`config.mk`:
```
export PLATFORM = sky130hd
export DESIGN_NAME = add_seq_ctrl_flat
export DESIGN_NICKNAME = d
export VERILOG_FILES = /design/src/rtl/add_seq_ctrl_if.sv /design/src/rtl/add_seq_ctrl.sv /design/src/flat_wrapper.sv
export SDC_FILE = /design/constraint.sdc
export NUM_CORES = 1
export LEC_CHECK = 0
export BUFFER_PORTS_ARGS = -buffer_cell sky130_fd_sc_hd__buf_2
export CAP_MARGIN = 20
export CORE_ASPECT_RATIO = 0.6
export CORE_UTILIZATION = 30
export CTS_BUF_LIST = sky130_fd_sc_hd__clkbuf_16
export DETAILED_ROUTE_END_ITERATION = 8
export GPL_TIMING_DRIVEN = 0
export PLACE_DENSITY = 0.51
export SKIP_LAST_GASP = 1
export SYNTH_ARGS = -nofsm -noshare
export SYNTH_HDL_FRONTEND = slang
export SYNTH_SLANG_ARGS = --single-unit
```
`constraint.sdc`:
```
create_clock -name clk -period 2.7 [get_ports clk]
set_input_delay 0.27 -clock clk [delete_from_list [all_inputs] [get_ports clk]]
set_output_delay 0.27 -clock clk [all_outputs]
set_load 0.005 [all_outputs]
```
`src/rtl/add_seq_ctrl_if.sv`:
```
// Operand/result handshake bundle for the byte-serial adder sequencer.
// slave is the sequencer's view, master is the producer/consumer view.
interface add_seq_ctrl_if #(
  parameter int WIDTH = 32
);
  logic             in_valid;
  logic             in_ready;
  logic [WIDTH-1:0] a;
  logic [WIDTH-1:0] b;
  logic             cin;
  logic             out_valid;
  logic             out_ready;
  logic [WIDTH-1:0] sum;
  logic             cout;
  logic             busy;

  modport slave (
    input  in_valid, a, b, cin, out_ready,
    output in_ready, out_valid, sum, cout, busy
  );

  modport master (
    output in_valid, a, b, cin, out_ready,
    input  in_ready, out_valid, sum, cout, busy
  );
endinterface

```
`src/rtl/add_seq_ctrl.sv`:
```
// Byte-serial WIDTH-bit adder: one 8-bit slice per cycle, LSB first,
// with a registered carry linking the slices.
//
// state  | meaning
// IDLE   | ready for operands, no result pending
// RUN    | adding slice r_idx, one byte per cycle
// DONE   | result held on sum/cout until out_ready
module add_seq_ctrl #(
  parameter int WIDTH = 32
) (
  input logic          clk,
  input logic          rst_n,
  add_seq_ctrl_if.slave bus
);
  localparam int NSLICE = WIDTH / 8;
  localparam int IDXW   = (NSLICE > 1) ? $clog2(NSLICE) : 1;
  localparam logic [IDXW-1:0] LAST_IDX = IDXW'(NSLICE - 1);

  typedef enum logic [1:0] {S_IDLE, S_RUN, S_DONE} state_t;

  state_t           r_state;
  state_t           w_next;
  logic [WIDTH-1:0] r_a;
  logic [WIDTH-1:0] r_b;
  logic             r_carry;
  logic [IDXW-1:0]  r_idx;
  logic [WIDTH-1:0] r_sum;

  logic             w_accept;
  logic             w_last;
  logic [IDXW+2:0]  w_base;
  logic [8:0]       w_slice;

  assign w_accept = (r_state == S_IDLE) && bus.in_valid;
  assign w_last   = (r_idx == LAST_IDX);
  assign w_base   = {r_idx, 3'b000};
  assign w_slice  = {1'b0, r_a[w_base +: 8]} + {1'b0, r_b[w_base +: 8]} + {8'd0, r_carry};

  always_ff @(posedge clk) begin
    if (!rst_n) begin
      r_state <= S_IDLE;
      r_a     <= '0;
      r_b     <= '0;
      r_carry <= 1'b0;
      r_idx   <= '0;
      r_sum   <= '0;
    end else begin
      r_state <= w_next;
      case (r_state)
        S_IDLE: begin
          if (w_accept) begin
            r_a     <= bus.a;
            r_b     <= bus.b;
            r_carry <= bus.cin;
            r_idx   <= '0;
            r_sum   <= '0;
          end
        end
        S_RUN: begin
          r_sum[w_base +: 8] <= w_slice[7:0];
          r_carry            <= w_slice[8];
          if (!w_last) r_idx <= r_idx + 1'b1;
        end
        default: ;
      endcase
    end
  end

  always_comb begin
    w_next = r_state;
    case (r_state)
      S_IDLE:  if (w_accept) w_next = S_RUN;
      S_RUN:   if (w_last) w_next = S_DONE;
      S_DONE:  if (bus.out_ready) w_next = S_IDLE;
      default: w_next = S_IDLE;
    endcase
  end

  // Handshake outputs decode only the registered state; no input feeds them.
  always_comb begin
    bus.in_ready  = 1'b0;
    bus.out_valid = 1'b0;
    bus.busy      = 1'b1;
    bus.sum       = r_sum;
    bus.cout      = r_carry;
    case (r_state)
      S_IDLE: begin
        bus.in_ready = 1'b1;
        bus.busy     = 1'b0;
      end
      S_DONE:  bus.out_valid = 1'b1;
      default: ;
    endcase
  end
endmodule

```
`src/flat_wrapper.sv`:
```
// flat-port wrapper written by rule: the top's interface ports become plain ports
module add_seq_ctrl_flat 
#(
  parameter int WIDTH = 32
)
  (clk, rst_n, bus_in_valid, bus_a, bus_b, bus_cin, bus_out_ready, bus_in_ready, bus_out_valid, bus_sum, bus_cout, bus_busy);
  add_seq_ctrl_if #(.WIDTH(WIDTH)) bus_i ();
  input logic clk;
  input logic rst_n;
  input wire logic [$bits(bus_i.in_valid)-1:0] bus_in_valid;
  input wire logic [$bits(bus_i.a)-1:0] bus_a;
  input wire logic [$bits(bus_i.b)-1:0] bus_b;
  input wire logic [$bits(bus_i.cin)-1:0] bus_cin;
  input wire logic [$bits(bus_i.out_ready)-1:0] bus_out_ready;
  output wire logic [$bits(bus_i.in_ready)-1:0] bus_in_ready;
  output wire logic [$bits(bus_i.out_valid)-1:0] bus_out_valid;
  output wire logic [$bits(bus_i.sum)-1:0] bus_sum;
  output wire logic [$bits(bus_i.cout)-1:0] bus_cout;
  output wire logic [$bits(bus_i.busy)-1:0] bus_busy;
  assign bus_i.in_valid = bus_in_valid;
  assign bus_i.a = bus_a;
  assign bus_i.b = bus_b;
  assign bus_i.cin = bus_cin;
  assign bus_i.out_ready = bus_out_ready;
  assign bus_in_ready = bus_i.in_ready;
  assign bus_out_valid = bus_i.out_valid;
  assign bus_sum = bus_i.sum;
  assign bus_cout = bus_i.cout;
  assign bus_busy = bus_i.busy;
  add_seq_ctrl #(.WIDTH(WIDTH)) u_core (.clk(clk), .rst_n(rst_n), .bus(bus_i));
endmodule
```
Word-level counts from Yosys, hierarchy flattened
Index checks and enable logic that the tools add are counted.

Register bits after elaboration: 101. Input bits: 69. Output and inout bits: 36. Word-level logic and storage cells: 43.

Add/subtract/negate cells: 4. Eq/ne operators: 7. Shift-type cells: 4. Mux-type cells: 15. Reduce and logical (&&, ||, !) cells: 7.

Operators by type and width (count): case mux 32 bit (2 select lines) (1); variable part select 32 x 6 -> 8 bit (2); bitwise mux 32 bit (1); two-way mux 32 bit (1); variable shift 8 x 7 -> 32 bit (first input constant) (1); variable part select 8 x 7 -> 32 bit (1); two-way mux 2 bit (5); adder 8 x 8 -> 9 bit (1); adder 9 x 1 -> 9 bit (1); negation 5 -> 7 bit (1); case mux 2 bit (3 select lines) (1); AND reduction 3 bit (2); == test 2 bit (second input constant) (2); two-way mux 1 bit (4); != test 2 x 1 -> 1 bit (second input constant) (2); != test 2 bit (second input constant) (2); case mux 2 bit (2 select lines) (1); AND reduction 2 bit (2); adder 2 x 1 -> 2 bit (second input constant) (1); == test 2 x 1 -> 1 bit (second input constant) (1); zero test 2 bit (1); case mux 1 bit (2 select lines) (1); nonzero test 2 bit (1); logical AND 1 bit (1).

Logic depth before layout (Yosys ltp)
Gate-level depths: netlist (run 1).

Depth in word-level cells: 6. Gate-level depth with buffers: 11. Mapped depth without buffers: 9.

Worst setup path after synthesis (run 1)
Ideal clock, no wire load.

Path kind: flip-flop to flip-flop. From: register u_core.r_idx[1]. To: register u_core.r_sum[14], in the netlist u_core.bus.sum[14]. Setup time: 0.129 ns. Data arrival time: 2.605 ns. Data required time: 2.571 ns. Slack: -0.034 ns. Cell stages (with the launch flop): 11. Path buffers: 2. Clock period less this slack: 2.734 ns. Path through: dfxtp_1 -> buf_2 -> buf_2 -> mux4_2 -> fa_1 -> inv_1 -> fa_1 -> nor2b_1 -> o31a_1 -> o311ai_2 -> o21ai_1.

Longest elaborated chain between the ends: 6. Elaborated cells between the ends (all ways): 9. Those cells by class: add/sub (3); shift (4); mux (2).

Ends and longest elaborated chain: start, declared (line add_seq_ctrl.sv:26) `logic [IDXW-1:0] r_idx;`; start signal, assigned (line add_seq_ctrl.sv:62) `if (!w_last) r_idx <= r_idx + 1'b1;`; variable part select 32 x 6 -> 8 bit (line add_seq_ctrl.sv:37) `assign w_slice = {1'b0, r_a[w_base +: 8]} + {1'b0, r_b[w_base +: 8]} + {8'd0, r_carry};`; adder 8 x 8 -> 9 bit (line add_seq_ctrl.sv:37); adder 9 x 1 -> 9 bit (line add_seq_ctrl.sv:37); variable part select 8 x 7 -> 32 bit (line add_seq_ctrl.sv:60) `r_sum[w_base +: 8] <= w_slice[7:0];`; bitwise mux 32 bit * (line add_seq_ctrl.sv:60); case mux 32 bit (2 select lines) * (line add_seq_ctrl.sv:49) `case (r_state)`; end signal, assigned by index (line add_seq_ctrl.sv:60); end, declared (line add_seq_ctrl.sv:27) `logic [WIDTH-1:0] r_sum;`.

Mark *: on every way between the ends. The rest lies on a longest branch, timed or not. A chain may end at the register's enable or synchronous reset.

Worst setup path in the final report (run 1)
From: register u_core.r_idx[1]. To: register u_core.r_sum[30], in the netlist u_core.bus.sum[30].

Same word-level chain as after synthesis.

==> summary.md, run 1 <==
| Metric | Value |
|---|---|
| Outcome | `finished clean` |
| Post-synth EDFFs | `0` |
| Core Region | `14,800 um^2` |
| Startpoint Class | `flop` |
| Antenna violations before repair | `0` |
| Leakage power figure | `2.36 nW` |
| Die Height | `98.4 um` |
| IO buf count | `103` |
| Diode count | `0` |
| Hold endpoint | `u_core.r_b[31]$_SDFFE_PN0P_` |
| Starting Density | `31.4%` |
| Met1 usage | `26.1%` |
| Chip Width | `163 um` |
| Power Dens Cells | `573 nW/um^2` |
| Finish-stage setup viols | `0` |
| Synth Flop Type | `dfxtp_1` |
| Total GRT Usage | `17.2%` |
| Number of CTS-inserted buffers | `9` |
| Final core occ | `39.4%` |
| Congestion Overflow GR | `0` |
| CP required | `2970 ps` |
| Post-Syn Area per Cell | `9.45 um^2` |
| Relative slew slack | `65.2%` |
| Total wire length | `13,400 um` |
| Post-Synthesis Cell Area | `4650 um^2` |
| Reg-to-reg critical path startpoint | `u_core.r_idx[1]$_SDFFE_PN0P_` |
| Clock Latency Late Sink | `350 ps` |
| Met3 Track Usage GR | `4.04%` |
| Clock skew | `11.4 ps` |
| Yosys warnings | `0` |
| Synth top area cells | `dfxtp_1, nand2_1, a21boi_0` |
| Vias | `3,918` |
| Area leader, netlist | `dfxtp_1` |
| Drt first-iter violations | `234` |
| First-pass DRT Iterations | `4` |
| VDD IR max | `309 uV` |
| Synth top cells by count | `nand2_1, dfxtp_1, a21boi_0, nor2b_1, a22oi_1` |
| Final HPWL DP | `10,400 um` |
| Fmax | `0.373 GHz` |
| GR Util met2 | `24.7%` |
| CTS tree | `yes` |
| R2R cell count | `11` |
| Post-Synthesis Cells | `492` |
| Top-count cell post-synth | `nand2_1` |
| RSZ-0062 raised after global routing | `yes` |
| Layout Nets | `696` |
| Hold depth | `3` |
| Worst Hold Class | `in -> reg` |
| Setup_tns | `0 ps` |
| Max Buffers Root-to-Sink | `2` |
| Clk root buf | `clkbuf_16` |
| Crit share post-route | `99.4%` |
| Fin crit period | `2680 ps` |
| Library cells used by synthesis | `47` |
| Pin count of the biggest net entering global routing | `17` |
| Ys async rst share | `0%` |
| Seq/Total Area, Yosys | `43.5%` |
| CP Max Fanout | `10` |
| Final hold violations | `0` |
| Crit Path Class | `reg -> reg` |
| Worst setup EP type | `flop` |
| WL per Instance | `16.4 um` |
| I/O Pins | `105` |
| Seq cells post-synth | `101` |
| Worst reg2reg setup slack | `20 ps` |
| # fillers | `1,513` |
| Hold-fix buffers, CTS | `0` |
| Maxcap violations | `0` |
| Worst Path Arrival | `2950 ps` |
| Inst Count DP | `793` |
| Antenna-violating nets left | `0` |
| Clk pin slew, worst setup/hold paths | `70 ps` |
| Yosys top cell area share | `43.5%` |
| Syn nets | `574` |
| DR DRC count | `0` |
| Fin cells | `817` |
| FP Rows | `34` |
| Slew @ Worst Pin | `522 ps` |
| # H-tree levels | `3` |
| Vias in the first global route | `3,823` |
| RR Endpoint | `u_core.bus.sum[30]$_SDFFE_PN0P_` |
| Hold path startpoint | `bus_b[31]` |
| First-pass GRT wire length | `20,700 um` |
| Max-slew violation count | `0` |
| Layout area overhead | `25.4%` |
| GRT busiest layer | `met1` |
| Die Footprint | `16,000 um^2` |
| Vias/cell | `4.80` |
| Layout cells sized above 1 | `31.0%` |
| Placer's final routability congestion estimate | `0.827` |
| Clock sink count | `101` |
## logic make-up after synthesis
kind of cell	count (synthesis)	share of synthesized area [%]
fa+ha+maj	13	3.82
buf+inv	40	5.03
simple gates	199	20.0
mux	16	7.75
xor+xnor	4	0.915
flops	101	43.5
compound gates	119	19.0
## registers in the layout, summed over array words and instances (netlist names)
signal and count:
u_core.r_state 2, u_core.r_b 32, u_core.r_a 32, u_core.bus.cout 1, u_core.bus.sum 32, u_core.r_idx 2
## per-stage QoR
stage | area, um^2 | power [W] | setup slack [ps] | hold slack [ps]
after global routing | 5830 | 0.00348 | -80.8 | 167
final | 5830 | 0.00334 | 17.4 | 154
after detailed placement | 5420 | 0.00215 | -492 | 441
after global placement | 5420 | 0.00213 | -441 | 437
after CTS | 5800 | 0.00336 | -36.3 | 150
after floorplan | 4650 | 0.00195 | 17.6 | 405
## routing by layer
metal / wire length [um] / share of wire [%] / vias up
met2: 5370 / 40 / 107
li1: - / - / 1930
met1: 6990 / 52 / 1865
met3: 884 / 6.6 / 16
met5: 0 / 0 / -
met4: 144 / 1.1 / 0
## layout make-up
class,count,area [um^2],share of cell area (%)
Timing Repair Buffer,112,587,10.1
Buffer,30,216,3.71
Sequential cell,101,2030,34.8
Clock buffer,9,225,3.87
Inverter,9,33.8,0.580
Tap cell,198,248,4.25
Multi-Input combinational cell,351,2450,42.0
Clock inverter,7,43.8,0.752
## cells in the final DEF, fill, tap and decap left out, types with 9 or more instances in the layout
cell       count
nand3_1       11
inv_1          9
mux4_2        16
buf_4         16
buf_2        110
clkbuf_16      9
o21ai_0        9
a22oi_1       17
a21boi_1      16
nor2b_1       22
nand2_1      144
dfxtp_1       99
a21boi_0      48
## power by group
part	leakage (nW)	switching, W	internal, W
registers	0.826	0.0000429	0.00156
clock network	0.138	0.000575	0.000621
logic	1.39	0.000306	0.000236
total	2.36	0.000924	0.00241
## worst max path at each step
stage,startpoint,endpoint,slack (ps)
finish,u_core.r_idx[1]$_SDFFE_PN0P_,u_core.bus.sum[30]$_SDFFE_PN0P_,20
global route,u_core.r_idx[1]$_SDFFE_PN0P_,u_core.bus.sum[22]$_SDFFE_PN0P_,-80
CTS,u_core.r_idx[0]$_SDFFE_PN0P_,u_core.bus.sum[30]$_SDFFE_PN0P_,-40
detailed placement,u_core.r_idx[1]$_SDFFE_PN0P_,u_core.bus.sum[6]$_SDFFE_PN0P_,-490
global placement,u_core.r_idx[1]$_SDFFE_PN0P_,u_core.bus.sum[30]$_SDFFE_PN0P_,-440
floorplan,u_core.r_idx[0]$_SDFFE_PN0P_,u_core.bus.sum[14]$_SDFFE_PN0P_,20
## worst max-delay path, cell delays in order (launching register included)
cell and delay, ps:
dfxtp_2 350, buf_6 110, buf_8 140, mux4_2 350
fa_2 380, inv_2 70, fa_2 180, nor2b_1 50
o31a_1 340, o221ai_2 280, o311ai_4 190, o21ai_1 150
## timing repair
action,4_1_cts,5_1_grt
setup endpoints to repair,25,18
gates resized for setup,17,4
pin swaps,12,13
buffers inserted,7,2
(Power assumes the default switching activity.)
==> run 2: changes to the inputs <==
- clock period: 2.7 -> 2.35 ns (I/O delays scaled with it)
==> summary.md, run 2 (synthesis gave the netlist of run 1 again) <==
| Metric | Value |
|---|---|
| Worst Hold Class | `in -> reg` |
| Slew @ Worst Pin | `521 ps (-0.611 ps)` |
| Violated checks | `setup timing` |
| Vias in the first global route | `3,850 (+0.71%)` |
| Placer's final routability congestion estimate | `0.830 (+0.28%)` |
| Max-slew violation count | `0 (unchanged)` |
| Slowest-stage cell, CP | `mux4_2` |
| Final HPWL DP | `10,300 um (-0.64%)` |
| Fmax | `0.379 GHz (+1.8%)` |
| Clock sink count | `101 (unchanged)` |
| Max Buffers Root-to-Sink | `2 (unchanged)` |
| Worst path max stage delay | `540 ps (+160 ps)` |
| Congestion Overflow GR | `0 (unchanged)` |
| Worst reg2reg setup slack | `-290 ps (-300 ps)` |
| Worst Path Arrival | `2910 ps (-40 ps)` |
| Hold-fix buffers, CTS | `0 (unchanged)` |
| Chip Width | `163 um (unchanged)` |
| Layout Nets | `696 (unchanged)` |
| RSZ-0062 raised after global routing | `yes` |
| Total wire length | `13,300 um (-1.0%)` |
| Most frequent cells in the layout | `nand2_1, buf_2, dfxtp_1, a21boi_0, nor2b_1` |
| Crit Path Class | `reg -> reg` |
| DR DRC count | `0 (unchanged)` |
| Pre-CTS setup slack | `-649 ps (-157 ps)` |
| Leakage power figure | `2.38 nW (+1.1%)` |
| Die Height | `98.4 um (unchanged)` |
| Maxcap violations | `0 (unchanged)` |
| Clock Latency Late Sink | `350 ps (about the same)` |
| Final hold violations | `0 (unchanged)` |
| Layout area overhead | `28.4%` |
| IO buf count | `103 (unchanged)` |
| Outcome | `finished, violations left` |
| Cell Chain, Critical Path | `mux4_2, fa_2, inv_2, fa_2, nor2b_2, o31a_1, buf_4, a21oi_4, a22oi_2, nor2b_1` |
| Layout cells sized above 1 | `32.8% (+1.8 points)` |
| Drt first-iter violations | `207 (-12%)` |
| I/O Pins | `105 (unchanged)` |
| Most common cell after layout, fill and taps aside | `nand2_1` |
| WL per Instance | `16.2 um (-1.0%)` |
| Startpoint Class | `flop` |
| Clock skew | `13.0 ps (+1.60 ps)` |
| Clk root buf | `clkbuf_16` |
| # H-tree levels | `3 (unchanged)` |
| Finish-stage setup viols | `15 (+15)` |
| First-pass DRT Iterations | `5 (+1)` |
| Antenna violations before repair | `0 (unchanged)` |
| Most used cell, CP | `fa_2` |
| Starting Density | `31.4% (unchanged)` |
| Clk pin slew, worst setup/hold paths | `70 ps (about the same)` |
| Number of CTS-inserted buffers | `9 (unchanged)` |
| VDD IR max | `448 uV (+45%)` |
| Die Footprint | `16,000 um^2 (unchanged)` |
| Core Region | `14,800 um^2 (unchanged)` |
| Diode count | `0 (unchanged)` |
| Fin crit period | `2640 ps (-46.5 ps)` |
| Final Worst Setup Slack | `-286 ps (-304 ps)` |
| Worst setup EP type | `flop` |
| Vias | `3,888 (-0.77%)` |
| Pin count of the biggest net entering global routing | `17 (unchanged)` |
| Power Dens Cells | `684 nW/um^2 (+19%)` |
| Relative slew slack | `65.3% (about the same)` |
| CP Max Fanout | `6 (-4)` |
| CP required | `2620 ps (-350 ps)` |
| Vias/cell | `4.76 (-0.77%)` |
| CTS tree | `yes` |
| Power consumption | `0.00408 W (+22%)` |
| FP Rows | `34 (unchanged)` |
| Crit share post-route | `112% (+13 points)` |
| Antenna-violating nets left | `0 (unchanged)` |
| First-pass GRT wire length | `20,900 um (+0.73%)` |
| Total GRT Usage | `17.3% (+0.067 points)` |
run 2: path summary, 6_finish.rpt:
kind                                        start                               to  depth (start not counted)
setup / recovery     u_core.r_idx[0]$_SDFFE_PN0P_   u_core.bus.sum[4]$_SDFFE_PN0P_                         10
hold reg to reg   u_core.bus.sum[14]$_SDFFE_PN0P_  u_core.bus.sum[14]$_SDFFE_PN0P_                          2
hold / removal                          bus_b[28]      u_core.r_b[28]$_SDFFE_PN0P_                          3
setup reg to reg     u_core.r_idx[0]$_SDFFE_PN0P_   u_core.bus.sum[4]$_SDFFE_PN0P_                         10
run 2: area by class of cell:
| type | instances | area [um^2] |
|---|---|---|
| inverters | 9 | 36.3 |
| clock inverters | 7 | 88.8 |
| multi-input cells | 351 | 2530 |
| plain buffers | 30 | 221 |
| clock buffers | 9 | 225 |
| flip-flops and latches | 101 | 2030 |
| repair buffers | 112 | 587 |
| fillers | 1484 | 8840 |
| well taps | 198 | 248 |
run 2: through the flow:
| step | std cells | instance area [um^2] | util (%) | TNS (ps) | hold WS (ps) |
|---|---|---|---|---|---|
| global placement | 793 | 5430 | 36.7 | -10510 | 439 |
| global route | 817 | 5970 | 40.3 | -6090 | 120 |
| CTS | 818 | 5920 | 40.0 | -5190 | 113 |
| floorplan | 492 | 4670 | - | -1800 | 370 |
| detailed placement | 793 | 5430 | 36.7 | -11810 | 446 |
| finish | 817 | 5970 | 40.3 | -3300 | 122 |
run 2: routing by layer:
layer	vias to the layer above	part of all wire, %	global-route usage (%)
met5	-	0	0
met4	0	1.0	3.24
met3	11	5.1	4.08
met2	101	41	25.4
met1	1852	53	25.8
li1	1924	-	-
run 2: critical path: cells and delay by family, from the launching register on:
kind,cells,cell delay (ps)
AND/OR/NAND/NOR,2,170
AO/OA/AOI/OAI,3,600
multiplexers,1,540
buffers and inverters,2,240
adder cells (fa/ha/maj),2,600
flip-flops,1,410
run 2: timing repair:
action,4_1_cts,5_1_grt
resized for setup,21,16
setup buffers,9,0
setup endpoints to repair,29,29
pin swaps,15,16
run 2: power by group:
| part | internal, W | switching, W | leakage, nW |
|---|---|---|---|
| sequential | 0.00179 | 0.0000483 | 0.826 |
| clock | 0.000928 | 0.000652 | 0.156 |
| combinational | 0.000298 | 0.000364 | 1.40 |
| total | 0.00302 | 0.00106 | 2.38 |
